**config.mk**
```make
export PLATFORM = sky130hd
export DESIGN_NAME = ps2_key_decoder
export DESIGN_NICKNAME = d
export VERILOG_FILES = /design/src/rtl/ps2_key_decoder.sv
export SDC_FILE = /design/constraint.sdc
export NUM_CORES = 1
export LEC_CHECK = 0
export BUFFER_PORTS_ARGS = -buffer_cell sky130_fd_sc_hd__buf_2
export CORE_MARGIN = 2
export CORE_UTILIZATION = 60
export DETAILED_ROUTE_END_ITERATION = 12
export GPL_TIMING_DRIVEN = 0
export HOLD_SLACK_MARGIN = 0.1
export PLACE_DENSITY_LB_ADDON = 0.25
export SYNTH_ARGS = -nofsm -noshare
export SYNTH_HDL_FRONTEND = slang
export SYNTH_SLANG_ARGS = --single-unit
```
**constraint.sdc**
```tcl
create_clock -name clk_i -period 4 [get_ports clk_i]
set_input_delay 0.4 -clock clk_i [delete_from_list [all_inputs] [get_ports clk_i]]
set_output_delay 0.4 -clock clk_i [all_outputs]
set_load 0.005 [all_outputs]
```
**src/rtl/ps2_key_decoder.sv**
```systemverilog
// ps2_key_decoder: strips E0/F0 prefixes, tracks modifiers and the held key,
// translates makes to ASCII and queues key events in a show-ahead FIFO.
module ps2_key_decoder #(
    parameter int FIFO_DEPTH = 4
) (
    input  logic       clk_i,
    input  logic       reset_i,
    input  logic       byte_valid_i,
    input  logic [7:0] byte_data_i,
    input  logic       ev_ready_i,
    output logic       ev_valid_o,
    output logic [7:0] ev_code_o,
    output logic       ev_ext_o,
    output logic       ev_break_o,
    output logic       ev_repeat_o,
    output logic [7:0] ev_ascii_o,
    output logic       shift_o,
    output logic       ctrl_o,
    output logic       caps_o,
    output logic [7:0] press_count_o,
    output logic       overflow_o
);
    localparam int AW = $clog2(FIFO_DEPTH);
    localparam logic [AW:0] FULL_CNT = (AW+1)'(FIFO_DEPTH);

    typedef enum logic [1:0] {IDLE, EXT, BRK, EXT_BRK} state_t;

    state_t         state_q, state_d;
    logic           shift_q, shift_d, ctrl_q, ctrl_d, caps_q, caps_d, ovf_q, ovf_d;
    logic           held_v_q, held_v_d;
    logic [8:0]     held_q, held_d;
    logic [7:0]     cnt_q, cnt_d;
    logic [AW-1:0]  wr_q, wr_d, rd_q, rd_d;
    logic [AW:0]    fill_q, fill_d;
    logic [18:0]    mem_q [FIFO_DEPTH];
    logic [18:0]    word, head;
    logic           is_ctrl, is_pfx, ev, cur_ext, cur_brk, match, rep, is_mod, push, pop;
    logic [7:0]     b;

    // Lowercase/unshifted and shifted characters, modifier state taken before this byte.
    function automatic logic [7:0] to_ascii(input logic [7:0] c, input logic sh, input logic cp);
        logic [7:0] l, d, s;
        l = 8'h00;
        d = 8'h00;
        s = 8'h00;
        case (c)
            8'h1C: l = "a";   8'h32: l = "b";   8'h21: l = "c";   8'h23: l = "d";
            8'h24: l = "e";   8'h2B: l = "f";   8'h34: l = "g";   8'h33: l = "h";
            8'h43: l = "i";   8'h3B: l = "j";   8'h42: l = "k";   8'h4B: l = "l";
            8'h3A: l = "m";   8'h31: l = "n";   8'h44: l = "o";   8'h4D: l = "p";
            8'h15: l = "q";   8'h2D: l = "r";   8'h1B: l = "s";   8'h2C: l = "t";
            8'h3C: l = "u";   8'h2A: l = "v";   8'h1D: l = "w";   8'h22: l = "x";
            8'h35: l = "y";   8'h1A: l = "z";
            8'h45: begin d = "0"; s = ")"; end
            8'h16: begin d = "1"; s = "!"; end
            8'h1E: begin d = "2"; s = "@"; end
            8'h26: begin d = "3"; s = "#"; end
            8'h25: begin d = "4"; s = "$"; end
            8'h2E: begin d = "5"; s = "%"; end
            8'h36: begin d = "6"; s = "^"; end
            8'h3D: begin d = "7"; s = "&"; end
            8'h3E: begin d = "8"; s = "*"; end
            8'h46: begin d = "9"; s = "("; end
            default: ;
        endcase
        return l != 8'h00 ? ((sh ^ cp) ? l - 8'h20 : l) :
               d != 8'h00 ? (sh ? s : d) :
               c == 8'h29 ? 8'h20 : c == 8'h5A ? 8'h0D : c == 8'h66 ? 8'h08 : 8'h00;
    endfunction

    always_comb begin
        b        = byte_data_i;
        is_ctrl  = b == 8'h00 || b == 8'hAA || b == 8'hEE || b == 8'hFA || b == 8'hFE || b == 8'hFF;
        is_pfx   = b == 8'hE0 || b == 8'hF0;
        ev       = byte_valid_i && !is_ctrl && !is_pfx;
        cur_ext  = state_q == EXT || state_q == EXT_BRK;
        cur_brk  = state_q == BRK || state_q == EXT_BRK;
        match    = held_v_q && held_q == {cur_ext, b};
        rep      = !cur_brk && match;
        is_mod   = b == 8'h12 || b == 8'h59 || b == 8'h14 || b == 8'h58;
        state_d  = !byte_valid_i ? state_q :
                   is_ctrl ? IDLE :
                   b == 8'hE0 ? EXT :
                   b == 8'hF0 ? (state_q == IDLE ? BRK : state_q == EXT ? EXT_BRK : state_q) :
                   IDLE;
        shift_d  = ev && (b == 8'h12 || b == 8'h59) ? !cur_brk : shift_q;
        ctrl_d   = ev && b == 8'h14 ? !cur_brk : ctrl_q;
        caps_d   = caps_q ^ (ev && b == 8'h58 && !cur_brk && !match);
        held_v_d = !ev ? held_v_q : cur_brk ? held_v_q && !match : 1'b1;
        held_d   = ev && !cur_brk ? {cur_ext, b} : held_q;
        cnt_d    = cnt_q + 8'(ev && !cur_brk && !match && !is_mod);
        word     = {b, cur_ext, cur_brk, rep,
                    (cur_ext || cur_brk) ? 8'h00 : to_ascii(b, shift_q, caps_q)};
        ev_valid_o = fill_q != '0;
        pop      = ev_valid_o && ev_ready_i;
        push     = ev && (fill_q != FULL_CNT || pop);
        ovf_d    = ovf_q || (ev && !push);
        wr_d     = wr_q + AW'(push);
        rd_d     = rd_q + AW'(pop);
        fill_d   = fill_q + (AW+1)'(push) - (AW+1)'(pop);
        head     = ev_valid_o ? mem_q[rd_q] : '0;
    end

    always_ff @(posedge clk_i) begin
        if (reset_i) begin
            state_q  <= IDLE;
            shift_q  <= 1'b0;
            ctrl_q   <= 1'b0;
            caps_q   <= 1'b0;
            ovf_q    <= 1'b0;
            held_v_q <= 1'b0;
            held_q   <= '0;
            cnt_q    <= '0;
            wr_q     <= '0;
            rd_q     <= '0;
            fill_q   <= '0;
        end else begin
            state_q  <= state_d;
            shift_q  <= shift_d;
            ctrl_q   <= ctrl_d;
            caps_q   <= caps_d;
            ovf_q    <= ovf_d;
            held_v_q <= held_v_d;
            held_q   <= held_d;
            cnt_q    <= cnt_d;
            wr_q     <= wr_d;
            rd_q     <= rd_d;
            fill_q   <= fill_d;
        end
    end

    always_ff @(posedge clk_i) begin
        if (push && !reset_i)
            mem_q[wr_q] <= word;
    end

    assign {ev_code_o, ev_ext_o, ev_break_o, ev_repeat_o, ev_ascii_o} = head;
    assign shift_o       = shift_q;
    assign ctrl_o        = ctrl_q;
    assign caps_o        = caps_q;
    assign press_count_o = cnt_q;
    assign overflow_o    = ovf_q;
endmodule

```
* Word level (Yosys, flattened, before mapping)
Memories as Yosys holds them, arrays and structs flattened. A register that Yosys moved wholly into a read port is not among the register bits.
Index checks and enable logic that the tools add are counted.
** Cells by class
- Add/subtract/negate cells :: 6
- Bitwise logic cells :: 2
- Mux-type cells :: 21
- Equality and inequality tests :: 56
- Reductions and logical operators :: 44
** Operator list (number)
- 8-bit by 6-bit equality test with 1-bit output (second input constant) :: 23
- 7-bit case mux with 26 select lines :: 1
- 8-bit by 7-bit equality test with 1-bit output (second input constant) :: 11
- 8-bit by 5-bit equality test with 1-bit output (second input constant) :: 9
- 7-bit case mux with 10 select lines :: 1
- 6-bit case mux with 10 select lines :: 1
- 8-bit equality test (second input constant) :: 7
- 8-bit two-way mux :: 5
- 19-bit two-way mux :: 1
- 1-bit logical AND :: 17
- 8-bit nonzero test :: 2
- 1-bit logical OR :: 14
- 2-bit two-way mux :: 6
- 9-bit equality test :: 1
- 8-bit by 1-bit adder with 8-bit output :: 1
- 8-bit zero test :: 1
- 4-bit two-way mux :: 2
- 8-bit by 6-bit subtractor with 8-bit output (second input constant) :: 1
- 1-bit zero test :: 7
- 6-bit two-way mux :: 1
- 5-bit by 3-bit inequality test with 1-bit output (second input constant) :: 1
- 2-bit by 1-bit adder with 2-bit output :: 2
- 2-bit equality test (second input constant) :: 2
- 3-bit by 1-bit adder with 3-bit output :: 1
- other kinds (8) :: 11
** Storage, ports and cells
- Input port bits :: 12
- Memory bits (writable) :: 76
- Logic and storage cells :: 141
- Memories :: 1
- Output and inout port bits :: 32
- Register bits after elaboration :: 31
** Memory list
- mem_q :: words 4, width 19, read ports 1, clocked after memory_dff 1, write ports 1, RTL line 35 : logic [18:0] mem_q [FIFO_DEPTH];

* Longest topological paths before layout
- Depth after elaboration :: 13
- Depth in mapped cells :: 13
- Gate-level depth less buffers :: 11

* Least setup slack after synthesis
OpenSTA, ideal clock, no wires.
- Kind :: input port to flip-flop
- Start :: in byte_data_i[6]
- End :: mem mem_q[0][0] (enable)
- Cell stages on the path :: 7
- Path slack :: 0.602 ns
- Setup time :: 0.419 ns
- Buffers on the path :: 2
- Arrival time :: 2.979 ns
- Cell sequence :: buf_4 buf_6 nand3_1 a211oi_2 or3_4 or3_1 nor3_1
** On the way
- Cells in the longest elaborated chain, start to end :: 13
** RTL lines
- from (decl) :: RTL line 9 : input logic [7:0] byte_data_i,
- 8-bit equality test / 8-bit zero test (equally long branches) :: RTL line 73 : is_ctrl = b == 8'h00 || b == 8'hAA || b == 8'hEE || b == 8'hFA || b == 8'hFE || b == 8'hFF;
- 1-bit logical OR (5 in a row) :: RTL line 73
- 1-bit zero test :: RTL line 75 : ev = byte_valid_i && !is_ctrl && !is_pfx;
- 1-bit logical AND :: RTL line 75
- 1-bit logical AND (*) :: RTL line 75
- 1-bit logical AND (*) :: RTL line 96 : push = ev && (fill_q != FULL_CNT || pop);
- 1-bit logical AND (*) :: RTL line 133 : if (push && !reset_i)
- 1-bit two-way mux (*) :: RTL line 133
- 1-bit two-way mux (implied by the code) (*) :: RTL line 134 : mem_q[wr_q] <= word;
- to (decl) :: RTL line 35
Every way passes the cells marked *; elsewhere a longest branch is shown, timed or not.

* Worst setup path in the final report
- Start :: in byte_data_i[2]
- End :: reg cnt_q[7] (netlist: press_count_o[7])
** On the way
- Cells in the longest elaborated chain, start to end :: 13
** RTL lines
- 8-bit equality test / 8-bit zero test (equally long branches) :: RTL line 73
- 1-bit logical OR (5 in a row) :: RTL line 73
- 1-bit zero test :: RTL line 75
- 1-bit logical AND (2 in a row) :: RTL line 75
- 1-bit logical AND (2 in a row) :: RTL line 91 : cnt_d = cnt_q + 8'(ev && !cur_brk && !match && !is_mod);
- 1-bit logical AND (*) :: RTL line 91
- 8-bit by 1-bit adder with 8-bit output (*) :: RTL line 91
- to (signal assigned) :: RTL line 125 : cnt_q <= cnt_d;
- to (decl) :: RTL line 32 : logic [7:0] cnt_q, cnt_d;
Marked as above.
A chain may end at the register's enable or synchronous reset.

==> results.json <==
{
  "status": "completed",
  "fin_nets": 518,
  "r2r_cells": 10,
  "r2r_end": "press_count_o[7]",
  "antenna_found_initial": 0,
  "ff2ff_setup_slack_ps": 1280,
  "die_w_um": 99.2,
  "setup_viol": 0,
  "min_to": "rd_q[0]",
  "place.gp.congestion": 0.915,
  "cts-root-buf": "clkbuf_8",
  "overflow": 0,
  "relSlewSlack": 0.334,
  "dr.pass1.iters": 4,
  "grt.busiest_layer": "met2",
  "hold_path_class": "primary input to flop",
  "wl_mm": 12.1,
  "maxCapViolations": 0,
  "n_fill_cell": 661,
  "synthesis.area_um2": 5440,
  "crit_required_ps": 4260,
  "synth_largest_area_cell": "edfxtp_1",
  "clk_latency_ps": 370,
  "met1_usage": 0.341,
  "cts-resized-gates": 0,
  "synth_edf_count": 76,
  "drc": 0,
  "htreeDepth": 3,
  "clkTransAtPathRegs_ps": 110,
  "whs_ps": 227,
  "cts_made_buffers": 9,
  "endpoint_kind": "flop",
  "regArea_um2": 2900,
  "yosys_warnings": 0,
  "slew_violations": 0,
  "syn_area_per_cell_um2": 12.3,
  "stdcell_count": 611,
  "dieHeight_um": 99.2,
  "grtUsageMet3": 0.0457,
  "powerDensity_nw_per_um2": 442,
  "initial_core_util": 0.621,
  "fin_util": 0.691,
  "fin_ws_ps": 1110,
  "synth_cells": 441,
  "cts_hold_buffers": 0,
  "dp_hpwl_mm": 8.51,
  "fmax_ghz": 0.346,
  "drtIter0Drc": 239,
  "vias": 3820,
  "leakagePower_nw": 2.15,
  "ys.flop_type": "edfxtp_1",
  "ys_top_cells_by_area": "edfxtp_1 42%, dfxtp_1 11%, mux4_2 7.9%",
  "holdCritStartpoint": "reset_i",
  "setup_tns_ps": 0,
  "worstMarginPinSlew_ps": 999,
  "cp.arrival_ps": 3150,
  "rsz0062_at_grt": "false",
  "num_antenna_cells": 0,
  "grt_pass1_wl_mm": 19.2,
  "dp_cells": 595,
  "holdPathStages": 2,
  "die-area_um2": 9840,
  "ys_ff_latch": 107,
  "cts_setup_buffers": 0,
  "grt_pass1_vias": 3732,
  "via_per_inst": 6.25,
  "routedWlPerCell_um": 19.7,
  "use_met2": 0.422,
  "period_share": 0.722,
  "grt_max_degree": 22,
  "synth_cell_type_count": 73,
  "clkSinkCount": 107,
  "synthArstFlopShare": 0,
  "min_period_ps": 2890,
  "dp_slack_ps": 694,
  "ant_nets": 0,
  "drive_gt1_frac": 0.252,
  "cts_max_path_buffers": 2,
  "synth.net_count": 461,
  "synthToLayoutAreaGrowth_pct": 11.3,
  "place.port_buffers": 43,
  "yosysSeqAreaShare": 0.534,
  "cts_tree": "built",
  "worstSetupStartpointType": "primary input",
  "row_count": 34,
  "multi_input_area_um2": 2330,
  "grt_usage": 0.254,
  "irDropWorstVdd_mv": 0.187,
  "fp.coreArea_um2": 8760,
  "hold_viol": 0,
  "worst_clock_skew_ps": 18.0,
  "crit_type": "primary input to flop",
  "yosysTopAreaCellShare": 0.420,
  "ios": 44,
  "r2r_start": "state_q[1]",
  "crit_fanout": 13
}
state kept, by name, summed over array words and instances (netlist names):
signal         flops
mem_q             76
press_count_o      8
shift_o            1
wr_q               2
state_q            2
ctrl_o             1
fill_q             3
held_q             9
overflow_o         1
held_v_q           1
caps_o             1
rd_q               2
placed cells by master, fill, tap and decap left out, drive strengths merged, types with 7 or more instances in the layout:
cell	instances
a21oi	19
and2	21
buf	67
clkbuf	20
dfxtp	31
edfxtp	76
ha	7
inv	12
mux4	19
nand2	39
nand3	8
nor2	34
nor2b	9
nor3	7
o21ai	13
or3	7
xnor2	8
xor2	16
critical path, cell delays in order:
cell and delay [ps]:
buf_2 210, buf_2 260, buf_2 290, xor2_1 170, nor4_1 90, nand4_1 160
nand2_1 70, a2111oi_0 620, ha_1 360, nand2_1 70, nor2_1 150, nand2_1 90
xor2_1 160, nor2_1 50
Yosys cell counts (5+ instances only):
master	number
edfxtp_1	76
buf_6	5
o22ai_1	5
ha_1	7
o21ai_0	10
nor2_1	33
nor2b_1	8
inv_1	7
buf_2	11
mux4_2	19
nand2_1	39
xor2_1	16
nand4_1	5
or3_1	6
xnor2_1	8
a21oi_1	19
and2_1	21
nand3_1	8
clkbuf_1	11
a31oi_1	5
dfxtp_1	31
nor3_1	7
power breakdown:
group / switching, mW / total [mW] / internal (mW)
combinational: 0.361 / 0.739 / 0.377
sequential: 0.0345 / 1.29 / 1.25
clock: 0.402 / 0.650 / 0.248
cell type report:
cell class	count	share of cell area
repair buffers	46	0.0430
well taps	108	0.0223
clock buffers	9	0.0205
flip-flops and latches	107	0.479
clock inverters	7	0.0130
plain buffers	32	0.0308
multi-input cells	293	0.386
inverters	9	0.00558
cell families after synthesis:
logic type               after synthesis  share of synthesized area
AND/OR/NAND/NOR                      171                      0.193
flip-flops                           107                      0.534
AO/OA/AOI/OAI                         69                     0.0922
buffers and inverters                 41                     0.0405
XOR/XNOR                              24                     0.0386
multiplexers                          21                     0.0826
adder cells (fa/ha/maj)                8                     0.0198
metal layers:
metal  vias up  share of wire
met5         -              0
met4         0          0.022
met3        23          0.062
met2       171           0.49
met1      1853           0.42
li1       1773              -
per-stage QoR:
step | power (mW) | area [µm²]
3_5_place_dp | 2.06 | 5850
4_1_cts | 2.70 | 6060
2_1_floorplan | 1.81 | 5440
5_1_grt | 2.81 | 6060
6_report | 2.67 | 6060
3_3_place_gp | 2.04 | 5790
worst max path at each step:
stage,from,end,slack [ps],cells after the start
2_1_floorplan,byte_data_i[6],mem_q[0][0],600,7
3_3_place_gp,byte_data_i[7],mem_q[0][12],-580,8
3_5_place_dp,byte_data_i[7],mem_q[0][11],690,9
4_1_cts,byte_data_i[2],press_count_o[7],1100,14
5_1_grt,byte_data_i[2],press_count_o[7],840,14
6_report,byte_data_i[2],press_count_o[7],1110,14
Power figures use the tool's default switching activity.
